[config.mk]
export PLATFORM = sky130hd
export DESIGN_NAME = traffic_timebase
export DESIGN_NICKNAME = d
export VERILOG_FILES = /design/src/rtl/traffic_timebase.sv
export SDC_FILE = /design/constraint.sdc
export NUM_CORES = 1
export LEC_CHECK = 0
export ABC_AREA = 1
export CAP_MARGIN = 20
export CELL_PAD_IN_SITES_DETAIL_PLACEMENT = 1
export CELL_PAD_IN_SITES_GLOBAL_PLACEMENT = 1
export CORE_MARGIN = 2
export CORE_UTILIZATION = 36
export DETAILED_ROUTE_END_ITERATION = 16
export PLACE_DENSITY_LB_ADDON = 0.1
export SYNTH_ARGS = -nofsm -noshare
export SYNTH_HDL_FRONTEND = slang
export SYNTH_SLANG_ARGS = --single-unit
[constraint.sdc]
create_clock -name clk -period 2.95 [get_ports clk]
set_input_delay 0.4425 -clock clk [delete_from_list [all_inputs] [get_ports clk]]
set_output_delay 0.4425 -clock clk [all_outputs]
set_load 0.05 [all_outputs]
[src/rtl/traffic_timebase.sv]
// rtl/traffic_timebase.sv - 0.1 s traffic-light timebase with cycle counter and dimming PWM
module traffic_timebase #(
  parameter int TICK_DIV  = 10_000_000,
  parameter int MAX_COUNT = 99,
  parameter int PWM_DIV   = 1
) (
  input  logic       clk,
  input  logic       rst_n,
  input  logic       en,
  input  logic       hold,
  input  logic       sync_clr,
  output logic [6:0] ten_secs,
  output logic       pwm_12p5,
  output logic       pwm_25,
  output logic       tick,
  output logic       cycle_done
);

  localparam logic [23:0] PRESC_TERM = 24'(TICK_DIV - 1);
  localparam logic [6:0]  MAX_VAL    = 7'(MAX_COUNT);
  localparam logic [7:0]  PWM_TERM   = 8'(PWM_DIV - 1);

  typedef enum logic {
    RUN    = 1'b0,
    FROZEN = 1'b1
  } mode_t;

  mode_t       mode;
  logic [23:0] presc;
  logic        presc_term;
  logic [7:0]  pwm_div;
  logic [2:0]  slot;

  // Sequencing mode is decoded from the live inputs so leaving FROZEN costs no cycle
  always_comb begin
    mode = FROZEN;
    if (en && !hold) begin
      mode = RUN;
    end
  end

  assign presc_term = (presc == PRESC_TERM);

  // Prescaler, tick pulse and cycle position; sync_clr restarts everything and wins over en/hold
  always_ff @(posedge clk or negedge rst_n) begin
    if (!rst_n) begin
      presc      <= 24'd0;
      ten_secs   <= 7'd0;
      tick       <= 1'b0;
      cycle_done <= 1'b0;
    end else if (sync_clr) begin
      presc      <= 24'd0;
      ten_secs   <= 7'd0;
      tick       <= 1'b0;
      cycle_done <= 1'b0;
    end else begin
      tick       <= en && presc_term;
      cycle_done <= 1'b0;
      if (en) begin
        presc <= presc_term ? 24'd0 : presc + 24'd1;
      end
      if (ten_secs > MAX_VAL) begin
        ten_secs <= 7'd0;
      end else if (mode == RUN && presc_term) begin
        if (ten_secs == MAX_VAL) begin
          ten_secs   <= 7'd0;
          cycle_done <= 1'b1;
        end else begin
          ten_secs <= ten_secs + 7'd1;
        end
      end
    end
  end

  // Free-running PWM slot sequencer; outputs show the slot just completed so slot 0 lands PWM_DIV clks after reset
  always_ff @(posedge clk or negedge rst_n) begin
    if (!rst_n) begin
      pwm_div  <= 8'd0;
      slot     <= 3'd0;
      pwm_12p5 <= 1'b0;
      pwm_25   <= 1'b0;
    end else if (pwm_div == PWM_TERM) begin
      pwm_div  <= 8'd0;
      slot     <= slot + 3'd1;
      pwm_12p5 <= (slot == 3'd0);
      pwm_25   <= (slot[2:1] == 2'b00);
    end else begin
      pwm_div <= pwm_div + 8'd1;
    end
  end

endmodule

# After elaboration in Yosys (flattened, before gate mapping)
# Cells that the tools add are included.
[totals]
regBits = 46
input_bits = 5
elab_cells = 37
output_inout_bits = 11
[classes]
n_reduce_logical = 9
eq_ne = 2
order_cmp = 1
n_mux = 13
addsub = 4
[op_table]
columns = ["cell", "count"]
rows = [
  ["$mux W24", 3],
  ["$mux W7", 4],
  ["$add A24 B1 Y24 const B", 1],
  ["$eq A24 B24 Y1 const B", 1],
  ["$add A8 B1 Y8 const B", 1],
  ["$logic_not A8 Y1", 1],
  ["$mux W8", 1],
  ["$add A7 B1 Y7 const B", 1],
  ["$eq A7 B7 Y1 const B", 1],
  ["$gt A7 B7 Y1 const B", 1],
  ["$mux W1", 5],
  ["$add A3 B1 Y3 const B", 1],
  ["$logic_and A1 B1 Y1", 3],
  ["$logic_not A3 Y1", 1],
  ["$reduce_bool A3 Y1", 1],
  ["$logic_not A2 Y1", 1],
  ["$reduce_bool A2 Y1", 1],
  ["$logic_not A1 Y1", 1],
]

# Logic depth before layout (Yosys ltp)
[logic_depth]
ltp_word = 6
ltp_mapped = 9
ltp_nobuf = 9

# Worst setup path after synthesis
# Ideal clock, no wire load.
[synth_path]
path_kind = "register to register"
start = "reg ten_secs[0]"
end = "reg ten_secs[2]"
period_less_slack_ps = 1906
path_stages_with_launch = 9
required_ps = 2883
path_slack_ps = 1044
t_arrival_ps = 1839
path_cell_list = "dfrtp_1 -> ha_1 -> inv_1 -> nand3_1 -> a21oi_1 -> nor2_4 -> nand2_2 -> nand2_1 -> nand2_1"
[synth_between]
elab_chain_len = 5
elab_cells_between_ends = 8
cone_classes = "add/sub: 1; order compare: 1; eq/ne: 1; mux: 4; reduce/logical: 1"
[synth_lines]
columns = ["element", "line", "text"]
rows = [
  ["start, declared", "12", "output logic [6:0] ten_secs,"],
  ["start signal, assigned", "69", "ten_secs <= ten_secs + 7'd1;"],
  ["$add A7 B1 Y7 or $eq A7 B7 Y1 (tied branches)", "69, 65", ""],
  ["$mux W7", "65", "if (ten_secs == MAX_VAL) begin"],
  ["$mux W7", "64", "end else if (mode == RUN && presc_term) begin"],
  ["$mux W7", "62", "if (ten_secs > MAX_VAL) begin"],
  ["$mux W7", "51", "end else if (sync_clr) begin"],
]
# Several ways; a longest one is shown, not always the timed one. The select of a mux whose other input is x is not followed.
# A chain may end at the register's enable or synchronous reset.

# Final worst setup path
[layout_path]
start = "reg ten_secs[4]"
end = "out ten_secs[4]"
# No word-level cell between the ends.

==> reports/results.tsv <==
stage	metric	value	unit
sta	crit path time final	2.14	ns
clock_network	Post-CTS Hold Fix Bufs	0	
critical_path	r2r setup slk	0.90	ns
floorplan	Core Area	7730	um2
clock_network	CTS tree	yes	
clock_network	clk slew on worst S/H paths	0.10	ns
sta	Fin. Hold Viols	0	
pwr	Sequential Power Share	54.3	%
grt	first-pass GRT wire length	14.2	mm
grt	total gr overflow	0	
place	PortBufs	15	
sta	Setup TNS Final	0	ns
floorplan	full die area	8690	um2
sta	Slew Viols, Final	0	
critical_path	CP required	2.51	ns
finish	share of cells above drive strength 1	6.31	%
detailed_routing	Remaining DRCs	0	
grt	GRT Util Overall	20.9	%
yosys	Synth Register Bits	46	
place	Placer Congestion	0.820	
clock_network	post-CTS setup buffer count	0	
clock_network	Num CTS Buffers	5	
pwr	PnR Total Power	0.00123	W
yosys	syn avg cell area	7.00	um2
floorplan	I/O Pins	16	
pwr	Net Sw Frac	30.5	%
clock_network	H-tree levels	2	
sta	Max Fclk	467	MHz
critical_path	worst r2r dst	ten_secs[4]	
critical_path	Worst path depth	1	
yosys	register area share after synthesis	40.2	%
yosys	Post-Syn Nets	420	
grt	largest net degree at the start of global routing	47	
yosys	share of Yosys cell area claimed by the top area cell type	40.2	%
grt	vias in the first global route	2876	
yosys	largest area contributor in the netlist	dfrtp_1	
clock_network	Clock Tree Root	clkbuf_8	
clock_network	Sink Count	46	
finish	ant diodes	0	
place	Placed Instances	522	
detailed_routing	Final ANT Viol Nets	0	
yosys	ranking of synthesized cells by area	dfrtp_1 40%, nand2_1 13%, nor2_1 8.9%, nand3_1 7.7%, inv_1 7.6%	
critical_path	startpoint types	flip-flop	
detailed_routing	First DRT Iteration DRCs	92	
yosys	Yosys cell types	30	
critical_path	Crit Reg-Reg Startpoint	ten_secs[0]	
finish	Layout Cells excl Fill	530	
sta	Slew @ Worst Pin	0.636	ns
min_path	Hold/Removal Path Class	input port to asynchronous set/reset pin	
critical_path	Crit path buffers/inverters	1	
detailed_routing	vias post-DR	2679	
pwr	Combinational Power Share	10.6	%
sta	Max transition margin	57.6	%
status	status	finished clean	
pwr	leakage	1.45	nW
critical_path	Critical-path top delay cell	clkdlybuf4s50_1	
finish	nets@finish	438	
pwr	VDD IR max	0.189	mV
pwr	NetSw	0.000375	W
clock_network	Worst-Skew Late Latency	0.32	ns
floorplan	# rows	32	
critical_path	CP Data Arrival Time	1.70	ns
grt	initial antenna violation count	0	
pwr	pwr dens	384	nW/um2
critical_path	Crit Path Category	flip-flop to output pin	
critical_path	CP delay by family, top	buffers and inverters	
critical_path	Slowest Stage Delay on Critical Path	0.86	ns
sta	fin crit share	72.6	%
critical_path	critical-path cell list	clkdlybuf4s50_1	
critical_path	crit path max fanout	8	
floorplan	Die Wd	93.2	um
detailed_routing	drt total wl	8.28	mm
yosys	Post-Syn Area	2860	um2
yosys	instance count of the mapped netlist	409	
clock_network	Clock Tree Buf Depth	2	
sta	Clock Skew	0.00564	ns
pwr	Pint	0.000857	W
yosys	Syn. warnings	0	
clock_network	post-CTS sizing	0	
floorplan	Initial Util	37.1	%
critical_path	Worst R2R Path Depth	8	
detailed_routing	Initial DRT Pass Iterations	4	
detailed_routing	via density per instance	5.05	
finish	synthesis-to-finish area growth	12.1	%
critical_path	CP Capture Type	output pin	
floorplan	Die H	93.2	um
detailed_routing	drt wl/cell	15.6	um
job	max_cap viols	0	
pwr	clock power share	35.1	%
finish	Fill cells	1008	
sta	RSZ-0062 raised after global routing	false	
place	Final HPWL DP	6.12	mm
sta	Setup violations, final	0	
sequential cells by signal, indices dropped and copies added, names as in the netlist:
signal	flops
presc	24
pwm_div	8
ten_secs	7
slot	3
cycle_done	1
pwm_12p5	1
pwm_25	1
tick	1
routing by layer:
metal  part of all wire (%)  global-route usage (%)  vias to the layer above
li1                       -                       -                     1328
met1                     48                    26.9                     1305
met2                     48                    35.9                       38
met3                    2.7                    3.14                        8
met4                    1.6                    6.86                        0
met5                      0                       0                        -
power by group through the flow:
| stage | clock [W] | sequential (W) | combinational, W |
|---|---|---|---|
| after detailed placement | 0 | 0.000682 | 0.000134 |
| after global placement | 0 | 0.000681 | 0.000129 |
| after floorplan | 0 | 0.000694 | 0.0000658 |
| after global routing | 0.000476 | 0.000673 | 0.000149 |
| final | 0.000433 | 0.000669 | 0.000131 |
| after CTS | 0.000453 | 0.000669 | 0.000134 |
cells in the final DEF (no fill, tap or decap):
master / count
nor3_2: 1
nor2_1: 68
nand2_1: 103
xor2_1: 9
inv_2: 1
clkdlybuf4s50_1: 14
clkbuf_8: 5
nand4_1: 17
clkinvlp_4: 2
o21ai_4: 1
o31ai_1: 1
a21oi_1: 5
a211oi_1: 1
o21ai_0: 14
ha_1: 6
nor3_1: 7
inv_1: 58
nand3b_1: 1
nand3_2: 1
inv_6: 1
nand3_1: 44
buf_4: 2
a21o_1: 1
nor2_2: 2
and3_1: 1
or2_2: 3
dfrtp_1: 46
buf_2: 1
xnor2_1: 3
a21boi_0: 1
nor2_4: 3
o21bai_1: 1
nand2_2: 4
layout make-up:
class | count | area, um2 | share of cell area (%)
clock inverter | 3 | 23.8 | 0.741
inverter | 59 | 221 | 6.90
timing repair buffer | 17 | 160 | 4.99
clock buffer | 5 | 68.8 | 2.14
tap | 102 | 128 | 3.98
sequential | 46 | 1150 | 35.9
multi-input combinational | 298 | 1460 | 45.4
cells by family after synthesis:
family | synth area share, %
simple gates | 39.4
buf+inv | 8.96
flops | 40.2
compound gates | 5.20
xor+xnor | 3.67
fa+ha+maj | 2.62
how the worst max path moves through the flow:
stage | to | start | slack, ns
floorplan | ten_secs[2] | ten_secs[0] | 1.04
global placement | presc[22] | en | 0.77
detailed placement | presc[22] | en | 0.73
CTS | ten_secs[4] | ten_secs[4] | 0.79
global route | ten_secs[4] | ten_secs[4] | 0.75
finish | ten_secs[4] | ten_secs[4] | 0.81
synthesized netlist by cell type (all sizes together):
| cell type | instances |
|---|---|
| nor2 | 73 |
| buf | 5 |
| a21boi | 1 |
| nand4 | 17 |
| clkbuf | 1 |
| o31ai | 1 |
| ha | 6 |
| nand2 | 107 |
| o21ai | 15 |
| a21oi | 5 |
| nor3 | 8 |
| xnor2 | 3 |
| xor2 | 9 |
| dfrtp | 46 |
| nand3 | 45 |
| a21o | 1 |
| and3 | 1 |
| a211oi | 1 |
| inv | 59 |
| o21bai | 1 |
| or2 | 3 |
| nand3b | 1 |
per-stage QoR:
stage | setup WS, ns | util, % | hold WS [ns] | instance area (um2)
global placement | 0.769 | 40.3 | 0.455 | 3120
detailed placement | 0.735 | 40.3 | 0.456 | 3120
floorplan | 1.04 | - | 0.147 | 2860
CTS | 0.787 | 41.5 | 0.243 | 3210
finish | 0.809 | 41.5 | 0.217 | 3210
global route | 0.747 | 41.5 | 0.272 | 3210
(Power assumes the default switching activity.)
==> edit, RTL diff (config.mk and constraints unchanged) <==
Reset style: synchronous (`rst_n`), changed in 2 clocked blocks.
--- a/src/rtl/traffic_timebase.sv
+++ b/src/rtl/traffic_timebase.sv
@@ -43,5 +43,5 @@
 
   // Prescaler, tick pulse and cycle position; sync_clr restarts everything and wins over en/hold
-  always_ff @(posedge clk or negedge rst_n) begin
+  always_ff @(posedge clk) begin
     if (!rst_n) begin
       presc      <= 24'd0;
@@ -74,5 +74,5 @@
 
   // Free-running PWM slot sequencer; outputs show the slot just completed so slot 0 lands PWM_DIV clks after reset
-  always_ff @(posedge clk or negedge rst_n) begin
+  always_ff @(posedge clk) begin
     if (!rst_n) begin
       pwm_div  <= 8'd0;
Behaviour: differs if rst_n is asserted again (counterexample within 4 cycles, from zero or initial values and one cycle with rst_n low); with rst_n held inactive, the same outputs for 10 cycles.
==> edit against the original RTL <==
- synthesized cell count decreased by 0.73%
- register-to-register slack better by 0.36 ns
- count of clock-buffer cells in the layout did not move
- routed wire length shrank 17%
- sequential cell count unchanged
- die area is 9.9% lower
- worst setup slack got worse by 0.0044 ns
- clock skew up 0.0029 ns
- area after synthesis fell by 10%
- final area is 8.5% lower
- global-route usage decreased by 2.1 points
- final cell count decreased by 1.3%
Power is not compared: it rests on default switching activity, and its combinational part moved more than twofold at a synthesized area within 25%.
==> edit: results (changes against the original RTL) <==
metric,value,unit,change
status,"finished, final reports clean",,
dpl.hpwl,5263,um,-14%
ys_top_cells_by_area,"dfxtp_1 (36%), nand2_1 (15%), nor2_1 (13%)",,
yosysSeqAreaShare,0.3585,,-0.04342
wl_met1,3402,um,-14%
fin_nets,437,,-0.23%
max_slew_margin,0.6407,,+0.06485
grt_pass1_wl,11470,um,-19%
p_leak,1.121,nW,
insertion_delay,0.31,ns,
antenna_cells,0,,unchanged
layout-drive-gt1-share,0.06323,,+0.0001477
std_cell_rows,30,,-6.3%
vias,2511,,-6.3%
r2r_setup_slack,1.26,ns,+0.36 ns
fillCellCount,959,,-4.9%
finClkSkew,0.008487,ns,+0.002850 ns
wl_per_cell,13.15,um,-16%
synth.distinct_cells,31,,+3.3%
grt.total_usage,0.1876,,-0.02139
synth_xor_area_frac,0.02387,,-0.01283
cts_setup_buffers,0,,unchanged
synthFlopType,dfxtp_1,,
synth_async_sr_flop_share,0,,-1.000
routed-wl-met3,151,um,-32%
min_path_type,reg2reg,,
avgViaCountPerCell,4.801,,-5.0%
synth_mux_area_frac,0,,unchanged
dpl-instance-area,2825,um^2,-9.4%
setup_viol,0,,unchanged
place_congestion,0.8758,,+6.8%
cts_hold_buf,0,,unchanged
first_iter_violations,70,,-24%
synth.net_count,417,,-0.71%
synth_common_cells,"nand2_1 (106), nor2_1 (88), inv_1 (51), dfxtp_1 (46), nand3_1 (31)",,
synth_compound_area_frac,0.05261,,+0.0006182
syn_inst,406,,-0.73%
placed_cells,515,,-1.3%
synth_fa_ha_area_frac,0.02923,,+0.003013
grt_max_degree,16,,-66%
first_global_vias,2427,,-16%
yosysWarningCount,0,,unchanged
critPathMaxFanout,9,,+1
wl_met2,3192,um,-19%
holdWs,0.4521,ns,+0.2353 ns
==> edit: cell count changes after synthesis, moves of 5 or more <==
cell,unedited run,this run
nand4_1,17,9
nor2_2,2,7
nand3_1,44,31
dfxtp_1,0,46
dfrtp_1,46,0
inv_1,58,51
o21ai_0,14,4
xor2_1,9,4
a21oi_1,5,15
nor2_1,68,88
==> edit: cell families (layout without fill, tap and decap cells) <==
| kind of cell | after synthesis | after routing |
|---|---|---|
| xor gates and xnor gates | 7 | 7 |
| DFF | 46 | 46 |
| buffers and inverters | 57 | 78 |
| and+or+nand+nor | 265 | 265 |
| AOI/OAI and AO/OA | 25 | 25 |
| adders and majority gates | 6 | 6 |
==> edit: cell type report <==
type | count | share of cell area
inverter | 54 | 0.06899
clock inverter | 3 | 0.01491
timing repair buffer | 16 | 0.05366
multi-input combinational | 303 | 0.4847
tap | 96 | 0.04089
sequential | 46 | 0.3135
clock buffer | 5 | 0.02342
==> edit: routing by layer <==
metal	global-route usage	up-vias
met3	0.03172	11
met4	0.06061	0
li1	-	1316
met2	0.3192	34
met1	0.2420	1150
met5	0	-
==> edit: through the flow <==
stage                     setup slack (ns)    util
after floorplan                      1.191       -
after global placement              0.8016  0.4136
after detailed placement            0.7280  0.4136
after CTS                           0.7802  0.4300
after global routing                0.7179  0.4300
final                               0.8044  0.4300
==> edit: final timing paths <==
kind / cells after the start / startpoint / to
worst min register to register: 2 / pwm_25 / pwm_25
worst max register to register: 8 / presc[0] / ten_secs[0]
worst max-delay path: 1 / ten_secs[2] / ten_secs[2]
worst min-delay path: 2 / pwm_25 / pwm_25
==> edit: power by group through the flow <==
stage	registers [mW]	clock network, mW	logic (mW)
after floorplan	0.657	0	0.0303
after global placement	0.647	0	0.0604
after detailed placement	0.648	0	0.0621
after CTS	0.633	0.503	0.0624
after global routing	0.634	0.523	0.0685
final	0.633	0.488	0.0618
